===== src/rtl/sprite_pixel_fetch.sv =====
// Sprite RAM read engine: hit test and address generation from the scan position,
// realignment of the returned colour with the scan stream, colour-key transparency.
module sprite_pixel_fetch #(
    parameter int          SPRITE_W    = 50,
    parameter int          SPRITE_H    = 50,
    parameter int          NUM_FRAMES  = 2,
    parameter int          ANIM_PERIOD = 30,
    parameter logic [23:0] TRANS_KEY   = 24'hFF00FF,
    parameter int          BASE_ADDR   = 0,
    localparam int         FSW         = (NUM_FRAMES > 1) ? $clog2(NUM_FRAMES) : 1
) (
    input  logic            Clk,
    input  logic            Reset_n,
    input  logic            pix_valid_in,
    input  logic [9:0]      DrawX,
    input  logic [9:0]      DrawY,
    input  logic [9:0]      sprite_x,
    input  logic [9:0]      sprite_y,
    input  logic            sprite_alive,
    input  logic            anim_en,
    input  logic            frame_tick,
    output logic [18:0]     read_address,
    input  logic [23:0]     ram_data,
    output logic            pix_valid_out,
    output logic            sprite_on,
    output logic [23:0]     sprite_rgb,
    output logic [FSW-1:0]  frame_sel
);

    localparam int CNT_W       = (ANIM_PERIOD > 1) ? $clog2(ANIM_PERIOD) : 1;
    localparam int FRAME_WORDS = SPRITE_W * SPRITE_H;
    localparam int PIPE        = 2;

    typedef enum logic {
        IDLE = 1'b0,
        RUN  = 1'b1
    } anim_state_t;

    // ------------------------------------------------------------------
    // Stage 0: hit test on the live scan position
    // ------------------------------------------------------------------
    logic [10:0] dx;
    logic [10:0] dy;
    logic        hit;
    logic [18:0] addr_calc;

    // Zero-extended subtraction: bit 10 set means the scan is left of / above the sprite.
    assign dx = {1'b0, DrawX} - {1'b0, sprite_x};
    assign dy = {1'b0, DrawY} - {1'b0, sprite_y};

    assign hit = pix_valid_in & sprite_alive
               & ~dx[10] & (dx < 11'(SPRITE_W))
               & ~dy[10] & (dy < 11'(SPRITE_H));

    logic [FSW-1:0] frame_sel_q;
    logic [FSW-1:0] frame_sel_d;

    assign addr_calc = 19'(BASE_ADDR)
                     + 19'(frame_sel_q) * 19'(FRAME_WORDS)
                     + 19'(dy[9:0]) * 19'(SPRITE_W)
                     + 19'(dx[9:0]);

    // ------------------------------------------------------------------
    // Stage 1: address register; misses keep the previous address
    // ------------------------------------------------------------------
    logic [18:0] read_address_q;
    logic [18:0] read_address_d;

    always_comb begin
        read_address_d = read_address_q;
        if (hit) begin
            read_address_d = addr_calc;
        end
    end

    // ------------------------------------------------------------------
    // Valid/hit delay line covering the address stage and the RAM stage
    // ------------------------------------------------------------------
    logic [PIPE-1:0] v_q;
    logic [PIPE-1:0] v_d;
    logic [PIPE-1:0] h_q;
    logic [PIPE-1:0] h_d;

    assign v_d[0] = pix_valid_in;
    assign h_d[0] = hit;

    genvar gi;
    generate
        for (gi = 1; gi < PIPE; gi++) begin : g_pipe
            assign v_d[gi] = v_q[gi-1];
            assign h_d[gi] = h_q[gi-1];
        end
    endgenerate

    // ------------------------------------------------------------------
    // Stage 3: colour-key and output register
    // ------------------------------------------------------------------
    logic        pix_valid_out_q;
    logic        pix_valid_out_d;
    logic        sprite_on_q;
    logic        sprite_on_d;
    logic [23:0] sprite_rgb_q;
    logic [23:0] sprite_rgb_d;

    always_comb begin
        pix_valid_out_d = v_q[PIPE-1];
        sprite_on_d     = h_q[PIPE-1] & (ram_data != TRANS_KEY);
        sprite_rgb_d    = sprite_on_d ? ram_data : 24'd0;
    end

    // ------------------------------------------------------------------
    // Animation: tick counter and frame register
    // ------------------------------------------------------------------
    anim_state_t      state_q;
    anim_state_t      state_d;
    logic [CNT_W-1:0] cnt_q;
    logic [CNT_W-1:0] cnt_d;
    logic             count_tick;

    always_comb begin
        state_d     = state_q;
        cnt_d       = cnt_q;
        frame_sel_d = frame_sel_q;
        count_tick  = 1'b0;

        // The enable acts in the same cycle it changes, so the registered state only
        // records the mode; a tick arriving on the resume cycle is still counted.
        case (state_q)
            IDLE: begin
                if (anim_en) begin
                    state_d    = RUN;
                    count_tick = frame_tick;
                end
            end
            RUN: begin
                if (!anim_en) begin
                    state_d = IDLE;
                end else begin
                    count_tick = frame_tick;
                end
            end
            default: state_d = IDLE;
        endcase

        if (count_tick) begin
            if (cnt_q == CNT_W'(ANIM_PERIOD - 1)) begin
                cnt_d = '0;
                if (frame_sel_q == FSW'(NUM_FRAMES - 1)) begin
                    frame_sel_d = '0;
                end else begin
                    frame_sel_d = frame_sel_q + FSW'(1);
                end
            end else begin
                cnt_d = cnt_q + CNT_W'(1);
            end
        end
    end

    // ------------------------------------------------------------------
    // State registers
    // ------------------------------------------------------------------
    always_ff @(posedge Clk or negedge Reset_n) begin
        if (!Reset_n) begin
            read_address_q  <= '0;
            v_q             <= '0;
            h_q             <= '0;
            pix_valid_out_q <= 1'b0;
            sprite_on_q     <= 1'b0;
            sprite_rgb_q    <= '0;
            state_q         <= IDLE;
            cnt_q           <= '0;
            frame_sel_q     <= '0;
        end else begin
            read_address_q  <= read_address_d;
            v_q             <= v_d;
            h_q             <= h_d;
            pix_valid_out_q <= pix_valid_out_d;
            sprite_on_q     <= sprite_on_d;
            sprite_rgb_q    <= sprite_rgb_d;
            state_q         <= state_d;
            cnt_q           <= cnt_d;
            frame_sel_q     <= frame_sel_d;
        end
    end

    assign read_address  = read_address_q;
    assign pix_valid_out = pix_valid_out_q;
    assign sprite_on     = sprite_on_q;
    assign sprite_rgb    = sprite_rgb_q;
    assign frame_sel     = frame_sel_q;

endmodule


===== config.mk =====
export PLATFORM = sky130hd
export DESIGN_NAME = sprite_pixel_fetch
export DESIGN_NICKNAME = d
export VERILOG_FILES = /design/src/rtl/sprite_pixel_fetch.sv
export SDC_FILE = /design/constraint.sdc
export NUM_CORES = 1
export LEC_CHECK = 0
export CORE_UTILIZATION = 60
export DETAILED_ROUTE_END_ITERATION = 8
export DONT_BUFFER_PORTS = 1
export PLACE_DENSITY_LB_ADDON = 0.25
export SYNTH_ARGS = -nofsm -noshare
export SYNTH_HDL_FRONTEND = slang
export SYNTH_SLANG_ARGS = --single-unit

===== constraint.sdc =====
create_clock -name Clk -period 5 [get_ports Clk]
set_input_delay 1 -clock Clk [delete_from_list [all_inputs] [get_ports Clk]]
set_output_delay 1 -clock Clk [all_outputs]
set_load 0.02 [all_outputs]

==> impl_metrics.json <==
{
  "slew-limit-headroom": 0.2365,
  "grt_use_total": 0.2381,
  "postRouteAntennaNets": 0,
  "global_route.peak_usage_layer": "met2",
  "die_area_sq_um": 7966,
  "leakage_nw": 2.820,
  "final.setup_skew_ns": 0.003840,
  "area_delta_synth_final_pct": 21.09,
  "initial_utilization": 0.6265,
  "overflow": 0,
  "io_pins": 116,
  "hold_viol_final": 0,
  "slowest_delay_ns": 0.54,
  "viasPerCell": 5.588,
  "syn_area_sq_um": 4568,
  "timing.rr.start": "frame_sel$_DFFE_PN0P_",
  "clk_path_buf_depth": 2,
  "grt_setup_unrepaired": "true",
  "cts.clk_slew.worst_paths_ns": 0.10,
  "power_density_nw_per_um2": 779.1,
  "cts-buffers-inserted": 5,
  "synth_top_flop_cell": "dfrtp_1",
  "r2r_slack_ns": 1.55,
  "synth_cell_types": 52,
  "critical_path.max_fanout": 5,
  "n_antenna_cell": 0,
  "fp.dieW_um": 89.26,
  "min_path_cells": 0,
  "status": "finished, violations left",
  "path_delay_family": "adder cells",
  "io_buffer_count": 0,
  "met2_usage": 0.4622,
  "synth_edf_count": 0,
  "layout-drive-gt1-share": 0.2741,
  "startpoint_type": "primary input",
  "grt_use_met3": 0.04063,
  "fin_ws_ns": -0.2795,
  "ys_ff_latch": 53,
  "crit_slowest_cell": "fa_1",
  "hold_end": "pix_valid_out$_DFF_PN0_",
  "dp_hpwl_um": 7686,
  "cts_tree": "yes",
  "yosysSeqAreaShare": 0.2903,
  "setup_viol": 7,
  "r2r-end": "read_address[15]$_DFFE_PN0P_",
  "critPathLaunch": "DrawY[0]",
  "tightestPinTransition_ns": 1.140,
  "nFillCells": 520,
  "drc": 0,
  "syn_avg_cell_area_sq_um": 9.782,
  "synth_warnings": 0,
  "syn_inst": 467,
  "report.final.slew_viol_count": 0,
  "violations": "setup timing",
  "grt_antenna_before_repair": 0,
  "cp.required_ns": 5.20,
  "vias": 3509,
  "wirelength_um": 9279,
  "vdd_ir_drop_max_v": 0.0005167,
  "finalSetupTns_ns": -1.443,
  "die-height_um": 89.26,
  "hold_class": "register to register",
  "rr_worst_depth": 12,
  "worstPathCellList": "inv_8, ha_4, fa_2, xnor2_2, ha_1, ha_1, inv_2, fa_1, inv_2, ha_4, nor2b_4, nor2_4, xor2_2, fa_1, inv_2, ha_4, nor2_1, a21oi_2, o41a_1, nand3b_1, xnor2_1, mux2_4",
  "async_flop_share": 1.000,
  "clock_latency_ns": 0.30,
  "drtPass1Iterations": 4,
  "gp_congestion": 0.7894,
  "clkSinkCount": 53,
  "first_global_vias": 3591,
  "nets": 687,
  "finalCritPeriodShare": 1.056,
  "grt_pass1_wl_um": 15080,
  "grt_max_degree": 54,
  "critical_path_class": "primary input to register",
  "wl_per_cell_um": 14.78,
  "rows": 31,
  "drt_iter0_drc": 64,
  "core-area_sq_um": 7292,
  "max_clock_freq_mhz": 189.4,
  "htreeDepth": 2,
  "utilization": 0.7586,
  "cp-end-kind": "register",
  "fin_crit_ns": 5.280,
  "path_buf_inv": 4,
  "crit_arrival_ns": 5.47,
  "min_from": "v_q[1]$_DFF_PN0_",
  "cts_root_buf": "clkbuf_8",
  "maxCapViolations": 0,
  "use_met1": 0.2652
}
-- layout make-up --
type                       count  area [sq um]  share of cell area
timing repair buffer          58         439.2             0.07939
tap                           99         123.9             0.02239
multi-input combinational    342          3272              0.5915
inverter                      68         275.3             0.04976
clock inverter                 3         26.28            0.004750
sequential                    53          1326              0.2398
clock buffer                   5         68.82             0.01244
-- placed cells by master (no fill, tap or decap), types with 5 or more instances in the layout --
master / instances
ha_1: 62
fa_1: 10
nand3_1: 7
a21oi_2: 6
inv_2: 6
xor2_1: 7
a21oi_1: 8
inv_1: 60
clkbuf_8: 5
and2_1: 24
nand2_1: 14
nor3_1: 15
buf_4: 57
dfrtp_1: 53
o21a_1: 5
nand2b_1: 6
nor2_1: 24
mux2_4: 8
o21ai_0: 11
a21o_1: 8
ha_4: 12
mux2_2: 7
xnor2_1: 21
nor2b_1: 5
-- where the power goes --
part           leakage (nW)  switching, W  total (W)  internal [W]
Clock                0.0423      0.000144   0.000246      0.000102
Sequential            0.712     0.0000408   0.000494      0.000453
Combinational          2.07       0.00166    0.00357       0.00191
-- Yosys cell counts, drive strengths merged, types with 5 or more instances --
cell type / n / area (sq um)
inv: 68 / 255.2
nand2b: 7 / 43.79
mux2: 15 / 199.0
nor3: 16 / 80.08
and2: 24 / 150.1
dfrtp: 53 / 1326
a21o: 8 / 60.06
ha: 77 / 963.4
a21oi: 15 / 75.07
xnor2: 22 / 192.7
nor2: 28 / 105.1
nor2b: 8 / 50.05
o21ai: 16 / 80.08
nand2: 14 / 52.55
nand3: 8 / 40.04
xor2: 10 / 95.10
o21a: 5 / 37.54
fa: 12 / 240.2
-- kinds of logic (layout without fill, tap and decap cells) --
| logic type | count (synthesis) | in the layout | share of synthesized area |
|---|---|---|---|
| AO/OA/AOI/OAI | 74 | 74 | 0.1137 |
| XOR/XNOR | 32 | 32 | 0.06300 |
| adder cells (fa/ha/maj) | 89 | 89 | 0.2635 |
| buffers and inverters | 73 | 134 | 0.06327 |
| flip-flops | 53 | 53 | 0.2903 |
| multiplexers | 18 | 18 | 0.05013 |
| other | 1 | 2 | 0.0008209 |
| AND/OR/NAND/NOR | 127 | 127 | 0.1553 |
-- metal layers --
layer | vias up | share of wire
met3 | 14 | 0.069
met4 | 0 | 0.015
met5 | - | 0
met1 | 1657 | 0.40
li1 | 1723 | -
met2 | 115 | 0.51
-- timing repair --
item,in CTS,in global routing
buffers inserted,7,1
endpoints found under the hold margin,0,0
hold buffers,0,0
pin swaps,36,10
gates resized for setup,28,8
endpoints found under the setup margin,8,8
-- through the flow --
step | area [sq um] | cells | power (W) | hold WS [ns] | worst slack [ns]
2_1_floorplan | 4760 | 468 | 0.002650 | 0.3312 | -0.5076
3_3_place_gp | 5233 | 613 | 0.003532 | 0.3384 | -0.5986
3_5_place_dp | 5233 | 613 | 0.003629 | 0.3379 | -0.7188
4_1_cts | 5488 | 627 | 0.004073 | 0.3604 | -0.2223
5_1_grt | 5532 | 628 | 0.004722 | 0.3553 | -0.4076
6_report | 5532 | 628 | 0.004310 | 0.3593 | -0.2795
-- sequential cells by signal, summed over array words and instances (netlist names) --
signal,cells
sprite_on,1
sprite_rgb,24
h_q,2
v_q,2
pix_valid_out,1
cnt_q,5
read_address,17
frame_sel,1
-- worst max-delay path by stage --
stage / end / cells past startpoint / slack [ns]
6_report: read_address[15]$_DFFE_PN0P_ / 22 / -0.28
3_5_place_dp: read_address[16]$_DFFE_PN0P_ / 24 / -0.72
2_1_floorplan: read_address[16]$_DFFE_PN0P_ / 25 / -0.51
5_1_grt: read_address[15]$_DFFE_PN0P_ / 23 / -0.41
4_1_cts: read_address[16]$_DFFE_PN0P_ / 23 / -0.22
3_3_place_gp: read_address[15]$_DFFE_PN0P_ / 24 / -0.60
No activity file was read; power rests on OpenSTA's default activity.
